**src/rtl/pwm_pkg.sv**
```systemverilog
// Shared definitions for the multi-channel PWM capture block: channel FSM
// encoding and the legal parameter ranges.
package pwm_pkg;

  typedef enum logic [1:0] {
    ST_ARM  = 2'd0,
    ST_HIGH = 2'd1,
    ST_LOW  = 2'd2
  } pwm_state_e;

  localparam int NCH_MIN  = 1;
  localparam int NCH_MAX  = 16;
  localparam int DW_MIN   = 8;
  localparam int DW_MAX   = 32;
  localparam int SYNC_MIN = 2;
  localparam int SYNC_MAX = 4;

  function automatic bit params_ok(input int nch, input int dw, input int sync_stages,
                                   input longint timeout);
    return (nch >= NCH_MIN) && (nch <= NCH_MAX) &&
           (dw >= DW_MIN) && (dw <= DW_MAX) &&
           (sync_stages >= SYNC_MIN) && (sync_stages <= SYNC_MAX) &&
           (timeout > 1) && (timeout < (longint'(1) << dw));
  endfunction

endpackage

```
**src/rtl/pwm_chan.sv**
```systemverilog
// One PWM capture channel: input synchroniser, phase counter, ARM/HIGH/LOW
// FSM and registered high/low results with stuck detection.
//
// state   | meaning
// --------+----------------------------------------------------------
// ST_ARM  | waiting for a rise; no partial phase is ever measured here
// ST_HIGH | timing the high phase that started on the last rise
// ST_LOW  | high phase latched, timing the low phase until next rise
module pwm_chan
  import pwm_pkg::*;
#(
  parameter int DW          = 32,
  parameter int SYNC_STAGES = 2,
  parameter int TIMEOUT     = 5_000_000
) (
  input  logic          clk,
  input  logic          reset,
  input  logic          pwm_in,
  output logic [DW-1:0] high_count,
  output logic [DW-1:0] low_count,
  output logic          meas_valid,
  output logic          stuck,
  output logic          level
);

  localparam logic [DW-1:0] CNT_MAX     = '1;
  localparam logic [DW-1:0] TIMEOUT_CNT = DW'(TIMEOUT);

  logic [SYNC_STAGES-1:0] sync_q;
  logic [SYNC_STAGES:0]   fill_q;
  logic                   s;
  logic                   p;
  logic                   primed;
  logic                   rise;
  logic                   fall;
  logic                   edge_det;
  logic [DW-1:0]          cnt;
  logic [DW-1:0]          high_latch;
  pwm_state_e             state;
  pwm_state_e             state_nxt;
  logic                   cap_high;
  logic                   publish;
  logic                   set_stuck;

  assign s     = sync_q[SYNC_STAGES-1];
  assign level = s;

  // After reset the synchroniser and p hold zeros, not samples of the pin; an
  // input already high at release would otherwise look like a rise and start
  // a truncated high phase. Edges count only once p carries real data.
  assign primed   = fill_q[SYNC_STAGES];
  assign rise     = primed & s & ~p;
  assign fall     = primed & ~s & p;
  assign edge_det = rise | fall;

  always_comb begin
    state_nxt = state;
    cap_high  = 1'b0;
    publish   = 1'b0;
    set_stuck = 1'b0;
    unique case (state)
      ST_ARM: begin
        if (rise) state_nxt = ST_HIGH;
      end
      ST_HIGH: begin
        if (fall) begin
          state_nxt = ST_LOW;
          cap_high  = 1'b1;
        end else if (cnt == TIMEOUT_CNT) begin
          state_nxt = ST_ARM;
          set_stuck = 1'b1;
        end
      end
      ST_LOW: begin
        if (rise) begin
          state_nxt = ST_HIGH;
          publish   = 1'b1;
        end else if (cnt == TIMEOUT_CNT) begin
          state_nxt = ST_ARM;
          set_stuck = 1'b1;
        end
      end
      default: state_nxt = ST_ARM;
    endcase
  end

  always_ff @(posedge clk) begin
    if (reset) begin
      sync_q     <= '0;
      fill_q     <= '0;
      p          <= 1'b0;
      state      <= ST_ARM;
      cnt        <= '0;
      high_latch <= '0;
      high_count <= '0;
      low_count  <= '0;
      meas_valid <= 1'b0;
      stuck      <= 1'b0;
    end else begin
      sync_q <= {sync_q[SYNC_STAGES-2:0], pwm_in};
      fill_q <= {fill_q[SYNC_STAGES-1:0], 1'b1};
      p      <= s;
      state  <= state_nxt;

      // Loading 1 on the edge cycle makes an N-cycle phase read N at its end.
      if (edge_det) begin
        cnt <= DW'(1);
      end else if (cnt != CNT_MAX) begin
        cnt <= cnt + DW'(1);
      end

      if (cap_high) high_latch <= cnt;
      if (publish) begin
        high_count <= high_latch;
        low_count  <= cnt;
      end
      meas_valid <= publish;

      if (edge_det) begin
        stuck <= 1'b0;
      end else if (set_stuck) begin
        stuck <= 1'b1;
      end
    end
  end

endmodule

```
**src/rtl/pwm_capture_mc.sv**
```systemverilog
// Multi-channel PWM high/low time capture; each input bit is measured by an
// independent pwm_chan instance.
module pwm_capture_mc
  import pwm_pkg::*;
#(
  parameter int NCH         = 3,
  parameter int DW          = 32,
  parameter int SYNC_STAGES = 2,
  parameter int TIMEOUT     = 5_000_000
) (
  input  logic              clk,
  input  logic              reset,
  input  logic [NCH-1:0]    pwm_in,
  output logic [NCH*DW-1:0] high_count,
  output logic [NCH*DW-1:0] low_count,
  output logic [NCH-1:0]    meas_valid,
  output logic [NCH-1:0]    stuck,
  output logic [NCH-1:0]    level
);

  if (!params_ok(NCH, DW, SYNC_STAGES, longint'(TIMEOUT))) begin : g_bad_params
    $error("pwm_capture_mc: parameter out of range");
  end

  for (genvar i = 0; i < NCH; i++) begin : g_chan
    pwm_chan #(
      .DW          (DW),
      .SYNC_STAGES (SYNC_STAGES),
      .TIMEOUT     (TIMEOUT)
    ) u_chan (
      .clk        (clk),
      .reset      (reset),
      .pwm_in     (pwm_in[i]),
      .high_count (high_count[i*DW +: DW]),
      .low_count  (low_count[i*DW +: DW]),
      .meas_valid (meas_valid[i]),
      .stuck      (stuck[i]),
      .level      (level[i])
    );
  end

endmodule

```
**config.mk**
```make
export PLATFORM = sky130hd
export DESIGN_NAME = pwm_capture_mc
export DESIGN_NICKNAME = d
export VERILOG_FILES = /design/src/rtl/pwm_pkg.sv /design/src/rtl/pwm_chan.sv /design/src/rtl/pwm_capture_mc.sv
export SDC_FILE = /design/constraint.sdc
export NUM_CORES = 1
export LEC_CHECK = 0
export CAP_MARGIN = 20
export CORE_MARGIN = 8
export CORE_UTILIZATION = 42
export DETAILED_ROUTE_END_ITERATION = 8
export SLEW_MARGIN = 20
export SYNTH_ARGS = -nofsm -noshare
export SYNTH_HDL_FRONTEND = slang
export SYNTH_SLANG_ARGS = --single-unit
export TNS_END_PERCENT = 100
```
**constraint.sdc**
```tcl
create_clock -name clk -period 2.5 [get_ports clk]
set_clock_uncertainty 0.15 [all_clocks]
set_input_delay 0.5 -clock clk [delete_from_list [all_inputs] [get_ports clk]]
set_output_delay 0.5 -clock clk [all_outputs]
set_load 0.1 [all_outputs]
```
[Word level (Yosys, flattened, before mapping)]
Cells that the tools add are included.
Word-level totals
  flip-flop bits (word level): 414
  input bits: 5
  output and inout port bits: 201
  word-level logic and storage cells: 132
Operators by class
  add/subtract/negate cells: 3
  eq/ne operators: 15
  mux-type cells: 48
  bitwise operators: 21
  reduce and logical (&&, ||, !) cells: 9
Operators with widths (count)
  $add 32x1->32 const B: 3
  $eq 32x23->1 const B: 3
  $ne 32x32->1 const B: 3
  $mux 1: 30
  $mux 2: 12
  $pmux 2 s3: 3
  $and 1x1->1: 12
  $eq 2x1->1 const B: 3
  $eq 2x2->1 const B: 3
  $logic_not 2->1: 3
  $ne 2x1->1 const B: 3
  $not 1->1: 6
  $pmux 1 s2: 3
  $reduce_bool 2->1: 3
  $reduce_or 2->1: 3
  $or 1x1->1: 3

[Depth between registers and ports, before layout]
  depth after elaboration: 5
  gate-level depth with buffers: 8
  mapped depth without buffers: 7

[By module]
A second synthesis with hierarchy kept.
Second synthesis, totals
  cells, all modules: 2072
  area, all modules: 16483.3 µm²
By module, submodules not included
  pwm_chan (g_chan[0].u_chan ...): times used 2, cells an instance 691, area each 5501.5 µm², sequential area each 2762.6 µm²
  pwm_chan (g_chan[2].u_chan): times used 1, cells an instance 690, area each 5480.3 µm², sequential area each 2762.6 µm²

[Least setup slack after synthesis]
Ideal clock, no wire load.
  kind: register to register
  start: reg g_chan[2].u_chan.cnt[13]
  end: reg g_chan[2].u_chan.cnt[22]
  library setup time: 0.070 ns
  arrival time: 2.029 ns
  required time: 2.280 ns
  setup slack: 0.250 ns
  stages on the path, launching flop included: 8
  path buffers: 2
  clock period less this slack: 2.250 ns
  cell sequence: dfxtp_1 > buf_2 > nand4_1 > or4_1 > buf_2 > or3_4 > or3_1 > a21oi_1
On the way
  cells in the longest elaborated chain, start to end: 1
  elaborated cells between the ends (all ways): 2
  classes of those cells: add/sub (1); eq/ne (1)
Ends and longest elaborated chain
  start, declared: RTL line pwm_chan.sv:37  | logic [DW-1:0] cnt;
  start signal, assigned: RTL line pwm_chan.sv:109  | cnt <= cnt + DW'(1);
  $add 32x1->32 or $ne 32x32->1 (tied branches): RTL line pwm_chan.sv:109, pwm_chan.sv:108
Several ways; a longest one is shown, not always the timed one.
A chain may end at the register's enable or synchronous reset.

[Final worst setup path]
  start: reg g_chan[0].u_chan.cnt[0]
  end: reg g_chan[0].u_chan.cnt[0]
On the way
  cells in the longest elaborated chain, start to end: 3
  elaborated cells between the ends (all ways): 5
  classes of those cells: add/sub (1); eq/ne (1); mux (2); reduce/logical (1)
Ends and longest elaborated chain
  start, declared: RTL line pwm_chan.sv:37
  start signal, assigned: RTL line pwm_chan.sv:109
  $add 32x1->32: RTL line pwm_chan.sv:109
  $mux 1: RTL line pwm_chan.sv:108  | end else if (cnt != CNT_MAX) begin
  $mux 1: RTL line pwm_chan.sv:106  | if (edge_det) begin
Several ways; a longest one is shown, not always the timed one. The select of a mux whose other input is x is not followed.

==> results.sh <==
export IMPL_outcome="completed"
export IMPL_p_sw_share_pct=21.4
export IMPL_gp_congestion=0.865
export IMPL_rsz0062_at_grt="no"
export IMPL_synth_seq_area_share_pct=50.0
export IMPL_power_density_nw_per_um2=659
export IMPL_synth_top_cell_by_area="dfxtp_1"
export IMPL_syn_avg_cell_area_sq_um=7.90
export IMPL_tns_ns=0
export IMPL_synthTopCellsByCount="636 x nand2_1, 408 x dfxtp_1, 337 x a21oi_1, 144 x clkbuf_1, 90 x nor2_1"
export IMPL_setup_viol=0
export IMPL_yosys_area_share_simple_pct=25.8
export IMPL_io_pins=206
export IMPL_whs_ns=0.0920
export IMPL_ir_worst_vdd_uv=449
export IMPL_post_cts_resized=0
export IMPL_die_area_sq_um=45400
export IMPL_seq_power_share_pct=49.3
export IMPL_grt_pass1_vias=13987
export IMPL_synth_edf_count=0
export IMPL_synth_area_leaders="dfxtp_1 50%, nand2_1 15%, a21oi_1 10%"
export IMPL_wl_per_cell_um=16.7
export IMPL_synthFlopType="dfxtp_1"
export IMPL_core_region_area_sq_um=38600
export IMPL_grt_ovfl_total=0
export IMPL_synth_xor_area_share_pct=3.27
export IMPL_ys_ff_latch=408
export IMPL_synth_compound_area_share_pct=14.5
export IMPL_yosysMostFrequentCell="nand2_1"
export IMPL_syn_inst=2068
export IMPL_tightest_slew_ns=0.776
export IMPL_crit_required_ns=2.76
export IMPL_drv_cap=0
export IMPL_num_rows=72
export IMPL_htree_num_levels=2
export IMPL_holdBufCountCts=0
export IMPL_critPathBufInv=1
export IMPL_max_stage_delay_ns=0.48
export IMPL_crit_arrival_ns=2.58
export IMPL_synth_cell_types=53
export IMPL_synth_mux_area_share_pct=0.306
export IMPL_dr_total_vias=14693
export IMPL_dr_pass1_iters=5
export IMPL_cts_tree="done"
export IMPL_dieHeight_um=213
export IMPL_crit_family="simple AND/OR/NAND/NOR gates"
export IMPL_final_layout_size_suffix_gt1_share_pct=17.0
export IMPL_grt_usage_pct=20.1
export IMPL_max_clock_path_buffers=3
export IMPL_dpl_hpwl_mm=32.5
export IMPL_routed_via_density=5.27
export IMPL_p_sw_mw=2.84
export IMPL_cts_sinks=408
export IMPL_report_final_slew_viol_count=0
export IMPL_detail_route_antenna_nets=0
export IMPL_hp_class="in2reg"
export IMPL_clk_latency_ns=0.57
export IMPL_worstPathCellList="ha_1, nand4_1, nor4_2, buf_4, nand3_1, xnor2_1, a21oi_1"
export IMPL_yosys_area_top_type_share_pct=50.0
export IMPL_clock_power_share_pct=48.7
export IMPL_antenna_found_initial=1
export IMPL_nNetsFinal=2262
export IMPL_cp_start_kind="flip-flop"
export IMPL_end_kind="flip-flop"
export IMPL_clkSlewWorstSetupHoldPaths_ns=0.06
export IMPL_p_int_mw=10.4
export IMPL_cts_setup_buffers=0
export IMPL_drt_iter0_markers=991
export IMPL_syn_nets=2091
export IMPL_fmax_mhz=430
export IMPL_power_leakage_nw=7.27
export IMPL_cts_root_buffer_cell="clkbuf_16"
export IMPL_grt_max_degree=134
export IMPL_totalWireLength_mm=46.7
export IMPL_synthAdderAreaFrac_pct=1.38
export IMPL_synth_area_sq_um=16300
export IMPL_cts_buffers=44
export IMPL_drc=0
export IMPL_diodes=0
export IMPL_grt_pass1_wl_mm=75.0
export IMPL_synth_top_family_by_area="simple AND/OR/NAND/NOR gates"
export IMPL_combPwrFrac_pct=2.0
export IMPL_slew_headroom_pct=48.3
export IMPL_finalHoldViolations=0
export IMPL_critical_path_class="reg2reg"
export IMPL_slowest_stage="dfxtp_1"
export IMPL_yosys_warnings=0
export IMPL_async_flop_share_pct=0
export IMPL_area_delta_synth_final_pct=23.4
export IMPL_cp_max_fo=10
export IMPL_die_w_um=213
export IMPL_power_mw=13.3
export IMPL_start_util_pct=42.4
export IMPL_period_share_pct=93.1
export IMPL_io_buffers=205
export IMPL_min_period_ns=2.33
[cell usage in the layout (no fill, tap or decap), drive strengths merged, types with 8 or more instances in the layout]
master  count
ha         18
xnor2      46
nand4      39
xor2       15
o21ai      23
nand2     636
a21oi     337
nand3      41
and4       19
and2        8
inv        25
clkbuf     61
a31oi      18
nor4b       9
nor3        8
nor2       90
dfxtp     408
and3       16
or4        13
clkinv     12
nor4       28
buf       294
nor2b      14
or3        14
[state kept, by name, summed over array words and instances (netlist names)]
signal,cells
g_chan.u_chan.state,6
g_chan.u_chan.high_latch,96
g_chan.u_chan.meas_valid,3
g_chan.u_chan.low_count,96
g_chan.u_chan.sync_q,6
g_chan.u_chan.p,3
g_chan.u_chan.fill_q,3
g_chan.u_chan.stuck,3
g_chan.u_chan.high_count,96
g_chan.u_chan.cnt,96
[area by class of cell]
type                            count  area, sq um
Fill cell                        3799        18400
Sequential cell                   408         8170
Multi-Input combinational cell   1464         7410
Timing Repair Buffer              297         2380
Clock buffer                       61         1260
Tap cell                          518          648
Clock inverter                     17          181
Inverter                           24         90.1
[worst register-to-register path, delay by kind of cell, from the launching register on]
kind                     cells  cell delay, ns
AO/OA/AOI/OAI                1            0.08
buffers and inverters        1            0.24
AND/OR/NAND/NOR              3            0.67
XOR/XNOR                     1            0.25
flip-flops                   1            0.48
adder cells (fa/ha/maj)      1            0.31
[per-layer routing]
metal	vias to the layer above	wire, um	part of all wire (%)	track usage [%]
met5	-	13	0.028	0
met4	2	1000	2.1	6.22
met3	71	2820	6.0	3.95
met2	363	21500	46	32.7
met1	6968	21400	46	26.7
li1	7289	-	-	-
[logic make-up after synthesis]
logic type,Yosys count
simple gates,949
compound gates,431
flops,408
buf+inv,196
xor+xnor,61
fa+ha+maj,18
mux,5
[worst paths after layout]
path	from	end	slack [ns]	depth (start not counted)
worst min-delay path	reset	g_chan[2].u_chan.high_count[1]$_SDFFE_PP0P_	0.09	2
worst max-delay path	g_chan[0].u_chan.cnt[0]$_SDFFE_PP0P_	g_chan[0].u_chan.cnt[0]$_SDFFE_PP0P_	0.17	7
worst min register to register	g_chan[1].u_chan.fill_q[1]$_SDFF_PP0_	g_chan[2].u_chan.fill_q[2]$_SDFF_PP0_	0.30	1
worst max register to register	g_chan[0].u_chan.cnt[0]$_SDFFE_PP0P_	g_chan[0].u_chan.cnt[0]$_SDFFE_PP0P_	0.17	7
[per-stage QoR]
stage,utilization [%],worst slack (ns),instances,area [sq um]
2_1_floorplan,-,0.250,2068,16300
5_1_grt,52.3,0.0433,2789,20100
3_3_place_gp,48.5,0.211,2711,18700
3_5_place_dp,48.5,0.134,2711,18700
4_1_cts,52.2,0.101,2789,20100
6_report,52.3,0.173,2789,20100
[power by group through the flow]
stage               sequential (mW)  clock (mW)  combinational [mW]
finish                         6.55        6.47               0.261
global route                   6.55        6.92               0.287
CTS                            6.55        6.65               0.264
detailed placement             6.69           0               0.264
global placement               6.69           0               0.261
floorplan                      6.68           0               0.183
No activity file was read; power rests on OpenSTA's default activity.
